`src/rtl/uart_tx_fifo.sv`:
```
// Circular byte FIFO feeding a UART transmitter: one-cycle tx_en launch pulse,
// then waits for tx_done to rise and fall before launching the next word.
module uart_tx_fifo #(
  parameter int unsigned DATA_WIDTH = 8,
  parameter int unsigned DEPTH      = 16,
  localparam int unsigned ADDR_W    = $clog2(DEPTH)
) (
  input  logic                  clk,
  input  logic                  resetn,
  input  logic                  wr_valid,
  input  logic [DATA_WIDTH-1:0] wr_data,
  output logic                  wr_ready,
  input  logic                  flush,
  output logic                  tx_en,
  output logic [DATA_WIDTH-1:0] tx_data,
  input  logic                  tx_done,
  output logic [ADDR_W:0]       count,
  output logic                  empty,
  output logic                  full,
  output logic                  busy,
  output logic                  overflow
);

  localparam int unsigned CNT_W = ADDR_W + 1;

  typedef enum logic [1:0] {
    S_IDLE     = 2'd0,
    S_WAIT_SET = 2'd1,
    S_WAIT_CLR = 2'd2
  } state_t;

  state_t                state;
  state_t                state_nxt;
  logic [DATA_WIDTH-1:0] mem [DEPTH];
  logic [ADDR_W-1:0]     wr_ptr;
  logic [ADDR_W-1:0]     rd_ptr;
  logic                  wr_fire;
  logic                  launch;
  logic                  tx_en_nxt;
  logic [DATA_WIDTH-1:0] tx_data_nxt;

  // Status flags come from the registered count only, so pointer wrap never matters.
  assign full     = (count == CNT_W'(DEPTH));
  assign empty    = (count == '0);
  assign wr_ready = !full;
  assign busy     = (state != S_IDLE);
  assign wr_fire  = wr_valid && !full && !flush;

  // State register
  always_ff @(posedge clk) begin
    if (!resetn) state <= S_IDLE;
    else         state <= state_nxt;
  end

  // Next-state logic
  always_comb begin
    state_nxt = state;
    case (state)
      S_IDLE:     if (launch)   state_nxt = S_WAIT_SET;
      S_WAIT_SET: if (tx_done)  state_nxt = S_WAIT_CLR;
      S_WAIT_CLR: if (!tx_done) state_nxt = S_IDLE;
      default:                  state_nxt = S_IDLE;
    endcase
  end

  // Output logic: launch pops the head word; a flush cycle never launches.
  always_comb begin
    launch      = 1'b0;
    tx_en_nxt   = 1'b0;
    tx_data_nxt = tx_data;
    if (state == S_IDLE && !empty && !flush) begin
      launch      = 1'b1;
      tx_en_nxt   = 1'b1;
      tx_data_nxt = mem[rd_ptr];
    end
  end

  // Storage array, not reset
  always_ff @(posedge clk) begin
    if (resetn && wr_fire) mem[wr_ptr] <= wr_data;
  end

  // Pointers, occupancy, sticky overflow and registered transmitter outputs
  always_ff @(posedge clk) begin
    if (!resetn) begin
      wr_ptr   <= '0;
      rd_ptr   <= '0;
      count    <= '0;
      overflow <= 1'b0;
      tx_en    <= 1'b0;
      tx_data  <= '0;
    end else begin
      tx_en   <= tx_en_nxt;
      tx_data <= tx_data_nxt;
      if (flush) begin
        wr_ptr   <= '0;
        rd_ptr   <= '0;
        count    <= '0;
        overflow <= 1'b0;
      end else begin
        if (wr_fire)          wr_ptr   <= wr_ptr + ADDR_W'(1);
        if (launch)           rd_ptr   <= rd_ptr + ADDR_W'(1);
        if (wr_valid && full) overflow <= 1'b1;
        count <= count + CNT_W'(wr_fire) - CNT_W'(launch);
      end
    end
  end

endmodule

```
`config.mk`:
```
export PLATFORM = sky130hd
export DESIGN_NAME = uart_tx_fifo
export DESIGN_NICKNAME = d
export VERILOG_FILES = /design/src/rtl/uart_tx_fifo.sv
export SDC_FILE = /design/constraint.sdc
export NUM_CORES = 1
export LEC_CHECK = 0
export ABC_AREA = 1
export BUFFER_PORTS_ARGS = -buffer_cell sky130_fd_sc_hd__buf_2
export CAP_MARGIN = 40
export CORE_MARGIN = 2
export CORE_UTILIZATION = 40
export DETAILED_ROUTE_END_ITERATION = 8
export PLACE_DENSITY_LB_ADDON = 0.12
export SLEW_MARGIN = 20
export SYNTH_ARGS = -nofsm -noshare
export SYNTH_HDL_FRONTEND = slang
export SYNTH_SLANG_ARGS = --single-unit
```
`constraint.sdc`:
```
create_clock -name clk -period 2.3 [get_ports clk]
set_input_delay 0.46 -clock clk [delete_from_list [all_inputs] [get_ports clk]]
set_output_delay 0.46 -clock clk [all_outputs]
set_load 0.1 [all_outputs]
```
==> flow_metrics.env, run 1 <==
export IMPL_critical_path_slowest_cell="sky130_fd_sc_hd__fa_2"
export IMPL_die_y_um=133.3
export IMPL_met1_length_um=6930
export IMPL_clk_pin_slew_ns=0.06
export IMPL_irDropWorstVdd_uv=812.0
export IMPL_dp_cells=919
export IMPL_slew_headroom=0.5969
export IMPL_synth_seq_cells=153
export IMPL_share_of_cells_above_drive_strength_1=0.1594
export IMPL_holdBufCountCts=0
export IMPL_final_period_utilization=0.9826
export IMPL_syn_mean_instance_area_um2=9.783
export IMPL_port_buffers=31
export IMPL_cts_buffers_inserted=17
export IMPL_timing_critical_path_arrival_ns=2.60
export IMPL_layout_area_overhead_vs_synth_pct=17.02
export IMPL_layout_cells_most_common="sky130_fd_sc_hd__nand2_1"
export IMPL_worst_r2r_path_depth=14
export IMPL_cpLargestDelayFamily="adder cells"
export IMPL_finalHoldViolCount=0
export IMPL_clk_insertion_delay_late_ns=0.42
export IMPL_post_synth_num_cell_types=22
export IMPL_layout_cells_non_filler=954
export IMPL_worst_path_stages=14
export IMPL_critPathLaunchType="flip-flop"
export IMPL_core_area_mm2=0.01647
export IMPL_critical_path_n_buffers_inverters=2
export IMPL_grtUsageTotal=0.1863
export IMPL_synth_top_cell_area_share=0.5744
export IMPL_detail_route_first_pass_iterations=5
export IMPL_hold_worst_slack_ns=0.3302
export IMPL_synth_largest_area_cell="sky130_fd_sc_hd__edfxtp_1"
export IMPL_layout_fillers=1571
export IMPL_wl_per_cell_um=16.07
export IMPL_unrepaired_setup_endpoints_after_global_routing="yes"
export IMPL_ctsHtreeMaxLevel=4
export IMPL_placer_congestion=0.8175
export IMPL_vias=4598
export IMPL_initial_utilization=0.4064
export IMPL_core_rowCount=47
export IMPL_dpl_hpwl_um=9899
export IMPL_grt_antenna_before_repair=0
export IMPL_place_ws_ns=0.06366
export IMPL_clock_sinks=153
export IMPL_critPathMaxStageDelay_ns=0.37
export IMPL_worst_setup_path_type="flip-flop to flip-flop"
export IMPL_grt_max_degree=48
export IMPL_number_of_setup_violations_in_the_final_report=0
export IMPL_finish_net_count=746
export IMPL_max_freq_mhz=442.5
export IMPL_tritoncts="built"
export IMPL_first_global_vias=4596
export IMPL_dr_max_layer_used="met4"
export IMPL_outcome="finished, final reports clean"
export IMPL_routed_via_density=4.820
export IMPL_timing_critical_path_fanout_max=3
export IMPL_synth_top_cells_by_area="sky130_fd_sc_hd__edfxtp_1, sky130_fd_sc_hd__nand2_1, sky130_fd_sc_hd__dfxtp_1, sky130_fd_sc_hd__nand3_1, sky130_fd_sc_hd__inv_1"
export IMPL_wirelength_um=15330
export IMPL_synthCells=684
export IMPL_dr_first_iter_drc_count=377
export IMPL_synth_seq_area_share=0.6492
export IMPL_path_cells="inv_4, ha_4, nand4_1, nand3_2, nor2_2, ha_1, inv_2, ha_4, fa_2, nand2_2, nand2_2, a21oi_2, o21ai_1, a21oi_1"
export IMPL_cts_root_buf="sky130_fd_sc_hd__clkbuf_16"
export IMPL_floorplan_die_width_um=133.3
export IMPL_worstPathRequired_ns=2.64
export IMPL_grt_overflow_total=0
export IMPL_die_area_mm2=0.01778
export IMPL_finalMaxSlewViolations=0
export IMPL_min_from="wr_valid"
export IMPL_synthesis_area_mm2=0.006691
export IMPL_hold_depth=3
export IMPL_p_leak_nw=3.224
export IMPL_final_worst_setup_slack_ns=0.04003
export IMPL_post_route_min_period_ns=2.260
export IMPL_skew_ns=0.007991
export IMPL_tns_ns=0
export IMPL_pin_count=32
export IMPL_diode_insertion_count_for_antenna_repair=0
export IMPL_timing_critical_path_from="count[2]"
export IMPL_pwr_density_cell_mw_per_mm2=1113
export IMPL_cts_buffer_depth=2
export IMPL_synth_nets=709
export IMPL_critical_path_reg2reg_startpoint="count[2]"
export IMPL_wl_met3_um=625
export IMPL_critical_path_endpoint_type="flip-flop"
export IMPL_drt_drc_violations_left=0
export IMPL_antenna_left=0
export IMPL_max_slew_worst_pin_slew_ns=0.6040
export IMPL_layout_cells_most_common_list="sky130_fd_sc_hd__nand2_1, sky130_fd_sc_hd__edfxtp_1, sky130_fd_sc_hd__inv_1"
export IMPL_max_cap_viol_count=0
export IMPL_grt_pass1_wl_um=24610
export IMPL_yosysWarningCount=0
export IMPL_detailroute_wirelength_met2_um=7281
export IMPL_worst_hold_check_path_type="primary input to flip-flop"
[what timing repair did]
action                     CTS  global route
setup endpoints to repair    0             2
resized for setup            0             6
buffers inserted             0             3
[registers in the layout, summed over array words and instances (netlist names)]
signal	cells
wr_ptr	4
overflow	1
state	2
tx_en	1
tx_data	8
rd_ptr	4
mem	128
count	5
[worst reg2reg max path: cells and delay by family, from the launching register on]
family	cells	cell delay, ns
AO/OA/AOI/OAI	3	0.33
adder cells (fa/ha/maj)	4	0.93
buffers and inverters	2	0.10
flip-flops	1	0.36
AND/OR/NAND/NOR	5	0.49
[cell families (layout without fill, tap and decap cells)]
| family | count (synthesis) | in the layout | share of synthesized area |
|---|---|---|---|
| and+or+nand+nor | 356 | 356 | 0.2205 |
| AOI/OAI and AO/OA | 29 | 29 | 0.02225 |
| DFF | 153 | 153 | 0.6492 |
| buffers and inverters | 131 | 181 | 0.08059 |
| xor gates and xnor gates | 3 | 3 | 0.003927 |
| adders and majority gates | 12 | 12 | 0.02356 |
[layout make-up]
| cell class | count | area [um2] | area share |
|---|---|---|---|
| Clock inverter | 14 | 108.9 | 0.01390 |
| Multi-Input combinational cell | 400 | 1987 | 0.2538 |
| Sequential cell | 153 | 4364 | 0.5574 |
| Inverter | 102 | 387.9 | 0.04954 |
| Tap cell | 220 | 275.3 | 0.03515 |
| Clock buffer | 18 | 429.2 | 0.05481 |
| Timing Repair Buffer | 47 | 277.8 | 0.03547 |
[path summary, 6_finish.rpt]
check              to  slack [ns]
max          count[4]        0.04
min          overflow        0.33
max reg2reg  count[4]        0.04
min reg2reg  state[1]        0.43
[through the flow]
stage | util | cell area (um2) | total power [mW]
floorplan | - | 6882 | 5.491
global placement | 0.4406 | 7254 | 6.127
detailed placement | 0.4406 | 7254 | 6.136
CTS | 0.4733 | 7792 | 8.685
global route | 0.4755 | 7830 | 9.160
finish | 0.4755 | 7830 | 8.718
[report_power, final]
part,leakage (nW),switching [mW],internal (mW)
sequential,1.36,0.0873,3.16
combinational,1.61,2.25,0.681
clock,0.254,1.07,1.47
[cells in the mapped netlist]
master and count:
sky130_fd_sc_hd__nand2_1 232, sky130_fd_sc_hd__edfxtp_1 128, sky130_fd_sc_hd__inv_1 98, sky130_fd_sc_hd__nand3_1 94, sky130_fd_sc_hd__dfxtp_1 25, sky130_fd_sc_hd__nor2_1 23, sky130_fd_sc_hd__o21ai_0 16, sky130_fd_sc_hd__buf_2 14
sky130_fd_sc_hd__a21oi_1 12, sky130_fd_sc_hd__ha_1 11, sky130_fd_sc_hd__buf_4 8, sky130_fd_sc_hd__clkbuf_1 5, sky130_fd_sc_hd__inv_2 3, sky130_fd_sc_hd__nand4_1 3, sky130_fd_sc_hd__xor2_1 3, sky130_fd_sc_hd__buf_1 2
sky130_fd_sc_hd__nor2_2 2, sky130_fd_sc_hd__clkinv_1 1, sky130_fd_sc_hd__fa_1 1, sky130_fd_sc_hd__nor2_4 1, sky130_fd_sc_hd__nor3_1 1, sky130_fd_sc_hd__o32ai_1 1
[layer usage]
layer	GRT usage	vias up
li1	-	2293
met1	0.2478	2186
met2	0.2927	88
met3	0.03881	31
met4	0.09043	0
met5	0	-
Note: power is estimated with default switching activity, not from simulation.
==> inputs of run 2 (changes only) <==
ABC_AREA = default   (was 1)
CORE_ASPECT_RATIO = 1.75   (was default)
==> flow_metrics.env, run 2 <==
export IMPL_outcome="finished with violations"
export IMPL_violations="negative setup slack"
export IMPL_worstPathRequired_ns=2.64
export IMPL_clk_insertion_delay_late_ns=0.41
export IMPL_yosys_cell_count_top_type="sky130_fd_sc_hd__edfxtp_1"
export IMPL_yosysWarningCount=0
export IMPL_synth_seq_area_share=0.6932
export IMPL_layout_area_overhead_vs_synth_pct=23.86
export IMPL_drt_drc_violations_left=0
export IMPL_synthCells=374
export IMPL_skew_ns=0.009069
export IMPL_port_buffers=31
export IMPL_synth_top_cell_area_share=0.6133
export IMPL_synth_edf_count=128
export IMPL_synth_top_cells_by_area="sky130_fd_sc_hd__edfxtp_1, sky130_fd_sc_hd__dfxtp_1, sky130_fd_sc_hd__mux4_2, sky130_fd_sc_hd__mux2i_1, sky130_fd_sc_hd__mux2_2"
export IMPL_post_synthesis_share_of_cell_area_spent_on_full_adders_half_adders_and_majority_gates=0.02515
export IMPL_dr_first_iter_drc_count=122
export IMPL_grtUsageTotal=0.1730
export IMPL_initial_utilization=0.4072
export IMPL_dpl_hpwl_um=9571
export IMPL_grt_pass1_wl_um=21310
export IMPL_number_of_setup_violations_in_the_final_report=3
export IMPL_cts_buffer_depth=2
export IMPL_reg_largest_list="mem (128), tx_data (8), count (5)"
export IMPL_commonest_cells_in_the_netlist="sky130_fd_sc_hd__edfxtp_1, sky130_fd_sc_hd__nor2_1, sky130_fd_sc_hd__dfxtp_1, sky130_fd_sc_hd__mux2i_1, sky130_fd_sc_hd__mux4_2"
export IMPL_ys_flop_type="sky130_fd_sc_hd__edfxtp_1"
export IMPL_cts_buffers_inserted=17
export IMPL_synthSimpleGateAreaFrac=0.07287
export IMPL_wirelength_um=13660
export IMPL_finalMaxSlewViolations=0
export IMPL_critPathLaunchType="flip-flop"
export IMPL_antenna_left=0
export IMPL_timing_critical_path_fanout_max=2
export IMPL_pin_count=32
export IMPL_p_leak_nw=2.709
export IMPL_critical_path_slowest_cell="sky130_fd_sc_hd__or4b_4"
export IMPL_clock_sinks=153
export IMPL_pwr_density_cell_mw_per_mm2=1141
export IMPL_layout_cells_non_filler=652
export IMPL_max_cap_viol_count=0
export IMPL_layout_cells_most_common="sky130_fd_sc_hd__edfxtp_1"
export IMPL_wl_per_cell_um=20.95
export IMPL_max_freq_mhz=379.2
export IMPL_synthesis_area_mm2=0.006267
export IMPL_synth_xor_xnor_area_share=0.01397
export IMPL_vias=3378
export IMPL_layout_cells_most_common_list="sky130_fd_sc_hd__edfxtp_1, sky130_fd_sc_hd__buf_4, sky130_fd_sc_hd__buf_2"
export IMPL_core_area_mm2=0.01539
export IMPL_worst_r2r_path_depth=13
export IMPL_hold_depth=2
export IMPL_detail_route_first_pass_iterations=6
export IMPL_async_flop_share=0
export IMPL_synth_seq_cells=153
export IMPL_timing_critical_path_arrival_ns=2.98
export IMPL_syn_mean_instance_area_um2=16.76
export IMPL_final_worst_setup_slack_ns=-0.3368
export IMPL_finalHoldViolCount=0
export IMPL_first_global_vias=3735
export IMPL_postLayoutCoreUtil=0.5044
export IMPL_worst_hold_check_path_type="primary input to flip-flop"
export IMPL_slew_headroom=0.6363
export IMPL_dp_cells=613
export IMPL_synth_largest_area_cell="sky130_fd_sc_hd__edfxtp_1"
export IMPL_share_of_cells_above_drive_strength_1=0.4077
export IMPL_die_y_um=169.6
export IMPL_grt_max_degree=24
export IMPL_synthMuxAreaShare=0.1150
export IMPL_max_slew_worst_pin_slew_ns=0.5448
export IMPL_largest_register_ff_count=128
export IMPL_floorplan_die_width_um=98.62
export IMPL_diode_insertion_count_for_antenna_repair=0
export IMPL_clk_pin_slew_ns=0.06
export IMPL_irDropWorstVdd_uv=1250
export IMPL_critPathMaxStageDelay_ns=0.48
export IMPL_grt_overflow_total=0
export IMPL_worst_setup_path_type="flip-flop to flip-flop"
export IMPL_hold_worst_slack_ns=0.3091
export IMPL_critical_path_endpoint_type="flip-flop"
export IMPL_post_synthesis_compound_gate_area_fraction=0.04771
export IMPL_path_cells="inv_4, ha_4, or4b_4, nand2_4, inv_4, ha_4, inv_2, ha_4, fa_2, a21oi_2, nor2_1, or3_1, a21oi_2"
export IMPL_routed_via_density=5.181
export IMPL_tritoncts="built"
export IMPL_finish_net_count=478
export IMPL_unrepaired_setup_endpoints_after_global_routing="yes"
export IMPL_synth_top_family_by_area="multiplexers"
export IMPL_ctsHtreeMaxLevel=4
export IMPL_die_area_mm2=0.01672
export IMPL_placer_congestion=0.7856
export IMPL_cts_root_buf="sky130_fd_sc_hd__clkbuf_16"
export IMPL_place_ws_ns=-0.4268
export IMPL_core_rowCount=60
export IMPL_holdBufCountCts=0
export IMPL_post_synth_num_cell_types=44
export IMPL_synth_nets=399
export IMPL_timing_critical_path_mode_cell="sky130_fd_sc_hd__ha_4"
export IMPL_max_flop_register="mem"
export IMPL_post_route_min_period_ns=2.637
export IMPL_final_period_utilization=1.146
export IMPL_grt_antenna_before_repair=0
==> run 2: cell types whose count changed after synthesis, sizes merged, moves of 17 or more <==
cell / before / now
inv: 101 / 15
mux4: 0 / 17
nand2: 232 / 8
mux2i: 0 / 18
nand3: 94 / 12
==> run 2: cell families (layout without fill, tap and decap cells) <==
| family | Yosys count | count (layout) |
|---|---|---|
| buffers and inverters | 31 | 123 |
| multiplexers | 49 | 49 |
| XOR/XNOR | 10 | 10 |
| adder cells (fa/ha/maj) | 12 | 12 |
| AND/OR/NAND/NOR | 86 | 86 |
| AO/OA/AOI/OAI | 33 | 33 |
| flip-flops | 153 | 153 |
==> run 2: area by class of cell <==
type	count	area (um2)
fillers	1305	7627
well taps	186	232.7
flip-flops and latches	153	4357
clock buffers	23	488.0
inverters	15	63.81
repair buffers	76	646.9
clock inverters	9	138.9
multi-input cells	190	1836
==> run 2: metal layers <==
| layer | up-vias | global-route usage | share of wire |
|---|---|---|---|
| met5 | - | 0 | 0 |
| met3 | 11 | 0.03336 | 0.024 |
| met2 | 50 | 0.3289 | 0.59 |
| li1 | 1592 | - | - |
| met4 | 0 | 0.05777 | 0.015 |
| met1 | 1725 | 0.1900 | 0.38 |
==> run 2: power by group <==
group          internal [mW]  leakage, nW  switching, mW
sequential              3.13         1.36          0.110
clock                   1.83        0.296           1.09
combinational           1.01         1.06           1.70
==> run 2: critical path: cells and delay by family, from the launching register on <==
kind                     cells  cell delay (ns)
AO/OA/AOI/OAI                2             0.23
adder cells (fa/ha/maj)      4             0.87
buffers and inverters        3             0.14
flip-flops                   1             0.35
AND/OR/NAND/NOR              4             0.97
==> run 2: timing repair <==
action | CTS | global route
pin swaps | 2 | 3
endpoints found under the setup margin | 5 | 6
gates resized for setup | 9 | 2
buffers inserted | 6 | 2
==> run 2: path summary, 6_finish.rpt <==
kind / to / startpoint / slack (ns)
max: count[4] / count[2] / -0.34
min: state[1] / tx_done / 0.31
max reg2reg: count[4] / count[2] / -0.34
min reg2reg: overflow / overflow / 0.48
==> run 2: stage by stage <==
step,total power [mW],instance area (um2),setup TNS [ns]
2_1_floorplan,5.120,6370,-2.898
3_3_place_gp,5.762,7039,-0.4114
3_5_place_dp,5.805,7039,-0.5577
4_1_cts,8.874,7740,-0.6730
5_1_grt,9.216,7762,-1.085
6_report,8.861,7762,-0.7008
